## config.mk

```make
export PLATFORM = sky130hd
export DESIGN_NAME = vc_input_demux
export DESIGN_NICKNAME = d
export VERILOG_FILES = /design/src/rtl/vc_input_demux.sv
export SDC_FILE = /design/constraint.sdc
export NUM_CORES = 1
export LEC_CHECK = 0
export CAP_MARGIN = 30
export CORE_MARGIN = 2
export CORE_UTILIZATION = 55
export CTS_CLUSTER_SIZE = 20
export DETAILED_ROUTE_END_ITERATION = 7
export GPL_ROUTABILITY_DRIVEN = 0
export PLACE_DENSITY_LB_ADDON = 0.3
export SYNTH_ARGS = -nofsm -noshare
export SYNTH_HDL_FRONTEND = slang
export SYNTH_SLANG_ARGS = --single-unit
```

## constraint.sdc

```tcl
create_clock -name clk -period 2.5 [get_ports clk]
set_input_delay 0.25 -clock clk [delete_from_list [all_inputs] [get_ports clk]]
set_output_delay 0.25 -clock clk [all_outputs]
set_load 0.02 [all_outputs]
```

## src/rtl/vc_input_demux.sv

```systemverilog
// Receive side of the per-VC link: steers each incoming flit into one of three
// per-VC FIFOs, presents the FIFO heads, and returns one credit per dequeue.
module vc_input_demux #(
  parameter int FLIT_W = 35,
  parameter int DEPTH  = 4,
  parameter int PTR_W  = 2,
  parameter int VCH_W  = 2
) (
  input  logic              clk,
  input  logic              rst_,
  input  logic              ivalid,
  input  logic [FLIT_W-1:0] idata,
  input  logic [VCH_W-1:0]  ivch,
  input  logic [2:0]        ideq,
  output logic              ovalid0,
  output logic              ovalid1,
  output logic              ovalid2,
  output logic [FLIT_W-1:0] odata0,
  output logic [FLIT_W-1:0] odata1,
  output logic [FLIT_W-1:0] odata2,
  output logic [2:0]        ocredit,
  output logic [PTR_W:0]    ocount0,
  output logic [PTR_W:0]    ocount1,
  output logic [PTR_W:0]    ocount2,
  output logic              oerr
);

  localparam int NVC = 3;
  localparam logic [PTR_W:0] FULL_CNT = (PTR_W+1)'(DEPTH);

  logic [NVC-1:0]             deq_ok;
  logic [NVC-1:0]             enq_ok;
  logic [NVC-1:0]             ovf;
  logic [NVC-1:0][FLIT_W-1:0] head;
  logic [NVC-1:0][PTR_W:0]    count;
  logic                       illegal;

  assign illegal = ivalid && (ivch >= VCH_W'(NVC));

  for (genvar v = 0; v < NVC; v++) begin : g_vc
    logic [FLIT_W-1:0] mem [DEPTH];
    logic [PTR_W-1:0]  wptr;
    logic [PTR_W-1:0]  rptr;
    logic [PTR_W:0]    cnt;
    logic              enq_req;

    assign enq_req   = ivalid && (ivch == VCH_W'(v));
    assign deq_ok[v] = ideq[v] && (cnt != '0);
    // A full VC still accepts when its head leaves in the same cycle.
    assign enq_ok[v] = enq_req && ((cnt != FULL_CNT) || deq_ok[v]);
    assign ovf[v]    = enq_req && !enq_ok[v];

    always_ff @(posedge clk) begin
      if (enq_ok[v]) mem[wptr] <= idata;
    end

    always_ff @(posedge clk) begin
      if (!rst_) begin
        wptr <= '0;
        rptr <= '0;
        cnt  <= '0;
      end else begin
        if (enq_ok[v]) wptr <= wptr + 1'b1;
        if (deq_ok[v]) rptr <= rptr + 1'b1;
        case ({enq_ok[v], deq_ok[v]})
          2'b10:   cnt <= cnt + 1'b1;
          2'b01:   cnt <= cnt - 1'b1;
          default: cnt <= cnt;
        endcase
      end
    end

    assign head[v]  = (cnt != '0) ? mem[rptr] : '0;
    assign count[v] = cnt;
  end

  always_ff @(posedge clk) begin
    if (!rst_) begin
      ocredit <= '0;
      oerr    <= 1'b0;
    end else begin
      ocredit <= deq_ok;
      oerr    <= oerr | illegal | (|ovf);
    end
  end

  assign ovalid0 = (count[0] != '0);
  assign ovalid1 = (count[1] != '0);
  assign ovalid2 = (count[2] != '0);
  assign odata0  = head[0];
  assign odata1  = head[1];
  assign odata2  = head[2];
  assign ocount0 = count[0];
  assign ocount1 = count[1];
  assign ocount2 = count[2];

endmodule

```

==> key figures, run 1 <==
Outcome
  – Run status: complete, no violations

Cells and area
  – Finished Cell Area: 21500 um2
  – Cell Count, Final, Fillers Out: ~1500
  – Util after Layout: 68.6%
  – Most frequent standard cell in the layout excluding fill and tap cells: sky130_fd_sc_hd__edfxtp_1
  – Synth-to-Final Area Change: 23.4%
  – Proportion of layout cells with a drive suffix above 1: 26.0%
  – Number of antenna cells inserted: 0
  – Most used cells in the layout excluding fill and tap cells: sky130_fd_sc_hd__edfxtp_1, sky130_fd_sc_hd__and2_1, sky130_fd_sc_hd__mux4_2, sky130_fd_sc_hd__clkdlybuf4s50_1, sky130_fd_sc_hd__dlygate4sd2_1
  – Final #Nets: 1127

Detailed routing
  – Via Count: 8922
  – Vias per Instance: 5.93
  – Detailed-route wire length: 39200 um
  – Post-DRT Antenna Nets: 0
  – Starting DRT DRC Count: about 850
  – Detailed-route wire length per cell: 26.1 um
  – Iteration count of the initial detailed-routing pass: 5
  – Total DRC errors in the routed layout: 0

Floorplan
  – Die width: 182 um
  – Count of boundary I/O pins: 164
  – Effective utilization at floorplan: 55.6%
  – Placeable core region: 31400 um2
  – Die outline area: 33200 um2
  – Vertical die dimension: 182 um
  – Cell Rows: 65

Critical path
  – Worst reg-to-reg path cell count: 7
  – Worst path required time: 2.25 ns
  – Data arrival at the endpoint of the critical path: about 2.2 ns
  – Crit Path Category: reg2out
  – Max FO, Critical Path: 5
  – Startpoint kind of the worst setup timing path: flop
  – Endpoint type of the worst setup path: output port

Pwr
  – Leakage power: 7.29 nW
  – Power density normalized to cell area: 1070 nW/um2
  – Max IR drop VDD: a little under 700 uV
  – Power, Total: 23.0 mW

Synth
  – Nets in the synthesized netlist: around 900
  – Number of distinct library cells after synthesis: 34
  – Cell accounting for the most synthesized area: sky130_fd_sc_hd__edfxtp_1
  – Synth area leaders: sky130_fd_sc_hd__edfxtp_1, sky130_fd_sc_hd__mux4_2, sky130_fd_sc_hd__and2_1
  – Flip-flop and latch count after synthesis: approximately 450
  – Warnings, synthesis: 0
  – Top_reg_cell synth: sky130_fd_sc_hd__edfxtp_1
  – Synth Area per Inst: 20.8 um2
  – Synth Area in Simple Gates: 6.28%
  – Share of async-settable or async-resettable flops after synthesis: 0%
  – Number of enable-type register cells in the synthesized netlist: 420
  – Synth top area share: around 72%
  – Netlist area before placement: 17400 um2
  – Proportion of synthesized area in mux cells: 14.1%
  – Combinational family with the most area after synthesis: multiplexers
  – Fraction of the yosys area taken by sequential cells: 75.9%
  – Complex-gate fraction of the synthesized area: less than 1%
  – Instance count of the mapped netlist: 838
  – Adder-cell share of the synthesized area: 1.20%
  – Post-Synth XOR/XNOR Area: 0.452%

Clock network
  – Later-pin clock latency in the skew report: between 0.5 and 0.6 ns
  – Max H-tree Level: 2
  – TritonCTS buffer count: 44
  – Root Buffer Master: sky130_fd_sc_hd__clkbuf_16
  – Clock slew at the register clock pins of the worst setup and hold paths: around 0.06 ns
  – TritonCTS clock tree: done
  – Maximum buffer depth of the clock tree: 3
  – Sink Count: 451

STA
  – Final count of negative-setup-slack endpoints: 0
  – Peak clock frequency supported by timing: between 400 and 500 MHz
  – Number of max-slew violations in the final report: 0
  – Final Skew: 0.0216 ns
  – Relative slew slack: 57.2%
  – Hold violation count in the final report: 0
  – Final period utilization: 99.4%
  – Unrepaired setup endpoints after global routing: yes
  – Worst hold margin: 0.400 ns
  – Setup slack after layout: approximately 0.015 ns
  – Minimum clock period after layout: 2.48 ns
  – Total Negative Setup Slacks: 0 ns
  – Transition at the pin with the smallest max-transition slack: 0.640 ns

Global routing
  – Global route overflow: 0
  – Vias in the first global route: a little over 9000
  – Global-route wire length before repair: 57300 um
  – Total global-route track usage: a little under a quarter
  – Antenna violations before repair: 2
  – Maximum number of pins on one net before global-route repair: roughly 40

Place
  – DP HPWL: 23300 um
  – Cell area reported after detailed placement: 20000 um2
  – Dpl ws: 0.194 ns
  – Instance count after placement with tap cells included: 1406
  – Count of buffers inserted at the top-level ports: 163

Worst hold path
  – Type of the most critical hold path: in2reg
  – Worst hold stages: 3

Run
  – Max-Cap Viols: 0
## where the power goes
group	switching, mW	internal [mW]
logic	4.38	3.63
registers	0.261	8.53
clock network	2.69	3.54
total	7.33	15.7
## flip-flops by register name, indices dropped and copies added, names as in the netlist, named ones only
signal     cells
g_vc.mem     420
g_vc.rptr      6
g_vc.wptr      6
ocount0        3
ocount1        3
ocount2        3
ocredit        3
oerr           1
## cell usage after synthesis (3+ instances only)
master,count
sky130_fd_sc_hd__o21ai_0,3
sky130_fd_sc_hd__dfxtp_1,31
sky130_fd_sc_hd__and3_1,5
sky130_fd_sc_hd__buf_2,12
sky130_fd_sc_hd__nor4b_2,3
sky130_fd_sc_hd__and2_1,129
sky130_fd_sc_hd__fa_1,3
sky130_fd_sc_hd__nand3_1,4
sky130_fd_sc_hd__inv_1,14
sky130_fd_sc_hd__ha_1,12
sky130_fd_sc_hd__mux2i_1,9
sky130_fd_sc_hd__clkbuf_1,26
sky130_fd_sc_hd__a21boi_0,4
sky130_fd_sc_hd__nand2_1,18
sky130_fd_sc_hd__a21oi_1,4
sky130_fd_sc_hd__edfxtp_1,420
sky130_fd_sc_hd__xnor2_1,9
sky130_fd_sc_hd__nand2b_1,6
sky130_fd_sc_hd__mux4_2,105
## critical path: stages, from the launching register on
cell and delay (ns):
sky130_fd_sc_hd__dfxtp_4 0.38, sky130_fd_sc_hd__buf_12 0.14, sky130_fd_sc_hd__buf_4 0.12, sky130_fd_sc_hd__mux4_2 0.49, sky130_fd_sc_hd__and2_1 0.24, sky130_fd_sc_hd__clkdlybuf4s15_1 0.32
## cell type report
class	instances	area [um2]
flip-flops and latches	451	13300
fillers	1941	9860
multi-input cells	333	4010
repair buffers	225	2360
clock buffers	52	1130
well taps	402	503
clock inverters	27	215
inverters	14	52.6
## worst paths after layout
path,from,end,slack [ns]
max,flop,odata1[18],0.02
min,rst_,ocount0[1],0.40
max reg2reg,ocount0[0],ocount0[2],0.39
min reg2reg,ocount2[0],ocount2[0],0.53
## per-layer routing
metal | vias up | GRT usage [%] | wire, um
met1 | 4660 | 34.5 | 16000
met5 | - | 0 | 0
li1 | 3783 | - | -
met3 | 57 | 4.15 | 2960
met2 | 422 | 37.7 | 19500
met4 | 0 | 6.52 | 811
## logic make-up (layout without fill, tap and decap cells)
logic type	count (synthesis)	in the layout
buf+inv	55	318
flops	451	451
compound gates	17	17
fa+ha+maj	15	15
simple gates	177	178
xor+xnor	9	9
mux	114	114
## repair_timing
item / CTS / global route
hold buffers: 0 / 0
pin swaps: 0 / 1
endpoints found under the setup margin: 107 / 54
cloned: 0 / 5
setup buffers: 6 / 8
resized for setup: 147 / 55
endpoints found under the hold margin: 0 / 0
No activity file was read; power rests on OpenSTA's default activity.
==> run 2: changes to the inputs <==
--- a/config.mk
+++ b/config.mk
@@ -12,6 +12,7 @@
 export DETAILED_ROUTE_END_ITERATION = 7
 export GPL_ROUTABILITY_DRIVEN = 0
 export PLACE_DENSITY_LB_ADDON = 0.3
+export REMOVE_ABC_BUFFERS = 1
 export SYNTH_ARGS = -nofsm -noshare
 export SYNTH_HDL_FRONTEND = slang
 export SYNTH_SLANG_ARGS = --single-unit
==> key figures, run 2 (same netlist as run 1, synthesis figures left out) <==
Cells and area
  – Register containing the most flip-flops in the final layout: g_vc.mem
  – Number of flip-flops in the largest register: 420
  – Most frequent standard cell in the layout excluding fill and tap cells: sky130_fd_sc_hd__edfxtp_1
  – Proportion of layout cells with a drive suffix above 1: ~25%
  – Most used cells in the layout excluding fill and tap cells: sky130_fd_sc_hd__edfxtp_1, sky130_fd_sc_hd__and2_1, sky130_fd_sc_hd__mux4_2, sky130_fd_sc_hd__dlygate4sd2_1, sky130_fd_sc_hd__clkdlybuf4s50_1
  – Number of inserted filler cells in the final layout: 1970
  – Largest registers in the final layout: g_vc.mem (420), g_vc.rptr (6), g_vc.wptr (6)
  – Util after Layout: 68.7%
  – Synth-to-Final Area Change: 23.5%
  – Number of antenna cells inserted: 0
  – Final #Nets: 1120

Critical path
  – Worst flop-to-flop path endpoint: ocount2[2]
  – Slowest stage delay, CP: 0.53 ns
  – Endpoint type of the worst setup path: output port
  – Crit-path most repeated cell: sky130_fd_sc_hd__buf_4
  – Max FO, Critical Path: 4
  – Worst path bufs/invs: 4
  – Worst path required time: 2.25 ns
  – Setup slack of the worst register-to-register path: 0.38 ns
  – Startpoint kind of the worst setup timing path: flop
  – Crit Path Category: reg2out
  – Critical R2R Launch: ocount2[1]
  – List of cells traversed by the critical path: buf_12, bufbuf_16, buf_4, mux4_2, and2_4, buf_4
  – Top delay family on crit path: buffers and inverters
  – Data arrival at the endpoint of the critical path: 2.22 ns
  – Worst reg-to-reg path cell count: 7
  – Cell with the biggest individual delay on the critical path: sky130_fd_sc_hd__mux4_2
  – Number of stages on the worst setup path: 6

Pwr
  – Max IR drop VDD: 958 uV
  – Flop pwr share: 37.2%
  – Power, Total: ~23 mW
  – Internal Dissipation: 16.1 mW
  – Sw power: about 7.3 mW
  – Power share of the combinational group: 34.4%
  – Share of total power consumed by net switching: 31.3%
  – Leakage power: 7.29 nW
  – Clock network power share: 28.4%
  – Power density normalized to cell area: 1090 nW/um2

Floorplan
  – Placeable core region: 31400 um2
  – Die outline area: 33200 um2
  – Count of boundary I/O pins: 164
  – Effective utilization at floorplan: a little under three fifths
  – Cell Rows: 65
  – Die width: 182 um
  – Vertical die dimension: 182 um

Global routing
  – Antenna violations before repair: 1
  – Global route overflow: 0
  – Maximum number of pins on one net before global-route repair: 39
  – Global-route wire length before repair: about 58000 um
  – Vias in the first global route: 9486
  – Total global-route track usage: a little under a quarter

Detailed routing
  – Total DRC errors in the routed layout: 0
  – Post-DRT Antenna Nets: 0
  – Detailed-route wire length per cell: 25.5 um
  – Detailed-route wire length: 38300 um
  – Via Count: 8740
  – Iteration count of the initial detailed-routing pass: 5
  – Starting DRT DRC Count: 755
  – Vias per Instance: 5.83

Worst hold path
  – Type of the most critical hold path: in2reg
  – Worst hold stages: 3
  – Launch instance of the worst min-delay path: ivch[1]
  – Terminating pin of the worst hold path: oerr

STA
  – Final period utilization: 99.0%
  – Peak clock frequency supported by timing: 404 MHz
  – Hold violation count in the final report: 0
  – Worst hold margin: 0.393 ns
  – Final count of negative-setup-slack endpoints: 0
  – Setup slack after layout: 0.0253 ns
  – Relative slew slack: 56.8%
  – Number of max-slew violations in the final report: 0
  – Unrepaired setup endpoints after global routing: yes
  – Minimum clock period after layout: 2.47 ns
  – Final Skew: 0.0129 ns
  – Transition at the pin with the smallest max-transition slack: 0.646 ns

Clock network
  – Clock slew at the register clock pins of the worst setup and hold paths: 0.06 ns
  – Sink Count: 451
  – Root Buffer Master: sky130_fd_sc_hd__clkbuf_16
  – TritonCTS buffer count: 44
  – Cts hold-fix bufs: 0
  – TritonCTS clock tree: done
  – Max H-tree Level: 2
  – Later-pin clock latency in the skew report: between 0.5 and 0.6 ns
  – Maximum buffer depth of the clock tree: 3

Outcome
  – Run status: complete, no violations

Place
  – DP HPWL: 22700 um
  – Count of buffers inserted at the top-level ports: 163
  – Dpl ws: 0.151 ns

Run
  – Max-Cap Viols: 0
run 2: changes by cell type in the layout (fill, tap and decap cells not counted), sizes merged:
cell and change:
clkdlybuf4s15 +8, inv +1, bufinv +2, clkbuf -9, dlygate4sd2 +4, bufbuf +1, clkinv -7, clkdlybuf4s50 +1
clkinvlp +1, buf -7
run 2: layout make-up:
cell class | count | area (um2) | area share, %
multi-input cells | 333 | 4020 | 18.7
repair buffers | 218 | 2270 | 10.5
inverters | 14 | 52.6 | 0.244
clock inverters | 24 | 249 | 1.16
clock buffers | 57 | 1210 | 5.62
well taps | 402 | 503 | 2.33
flip-flops and latches | 451 | 13200 | 61.5
run 2: power by group through the flow:
stage               combinational (mW)  clock (mW)  sequential (mW)
finish                            8.07        6.65             8.72
global route                      8.55        7.05             8.75
detailed placement                8.32           0             8.89
floorplan                         3.91           0             9.27
CTS                               8.03        6.76             8.71
global placement                  8.24           0             8.88
run 2: worst max-delay path by stage:
stage                                    end  slack (ns)
after detailed placement  g_vc[0].mem[1][25]        0.15
after global routing               odata0[9]       -0.04
final                              odata0[9]        0.03
after floorplan                    odata0[0]       -0.18
after global placement     g_vc[0].mem[0][9]        0.20
after CTS                          odata0[7]       0.003
run 2: through the flow:
stage | cells | cell area (um2) | TNS [ns]
4_1_cts | 1498 | 21500 | 0
3_3_place_gp | 1408 | 20100 | 0
6_report | 1499 | 21600 | 0
5_1_grt | 1499 | 21600 | -0.0384
2_1_floorplan | 797 | 17300 | -19.07
3_5_place_dp | 1408 | 20100 | 0
run 2: worst reg2reg max path, stage by stage, from the launching register on:
cell and delay (ns):
sky130_fd_sc_hd__dfxtp_1 0.50, sky130_fd_sc_hd__or3_4 0.32, sky130_fd_sc_hd__and3_1 0.23, sky130_fd_sc_hd__inv_1 0.06
sky130_fd_sc_hd__fa_1 0.37, sky130_fd_sc_hd__a2111oi_0 0.30, sky130_fd_sc_hd__a21oi_1 0.10, sky130_fd_sc_hd__mux2i_1 0.13
run 2: per-layer routing:
metal,global-route usage [%],wire length (um),up-vias,part of all wire [%]
li1,-,-,3769,-
met1,32.0,15500,4592,41
met2,40.4,19700,318,52
met3,4.31,2160,61,5.6
met4,6.81,837,0,2.2
met5,0,0,-,0
run 2: timing repair:
item / CTS / global route
gates cloned: 2 / 1
resized for setup: 134 / 42
setup endpoints to repair: 106 / 30
buffers inserted: 7 / 0
pin swaps: 2 / 1
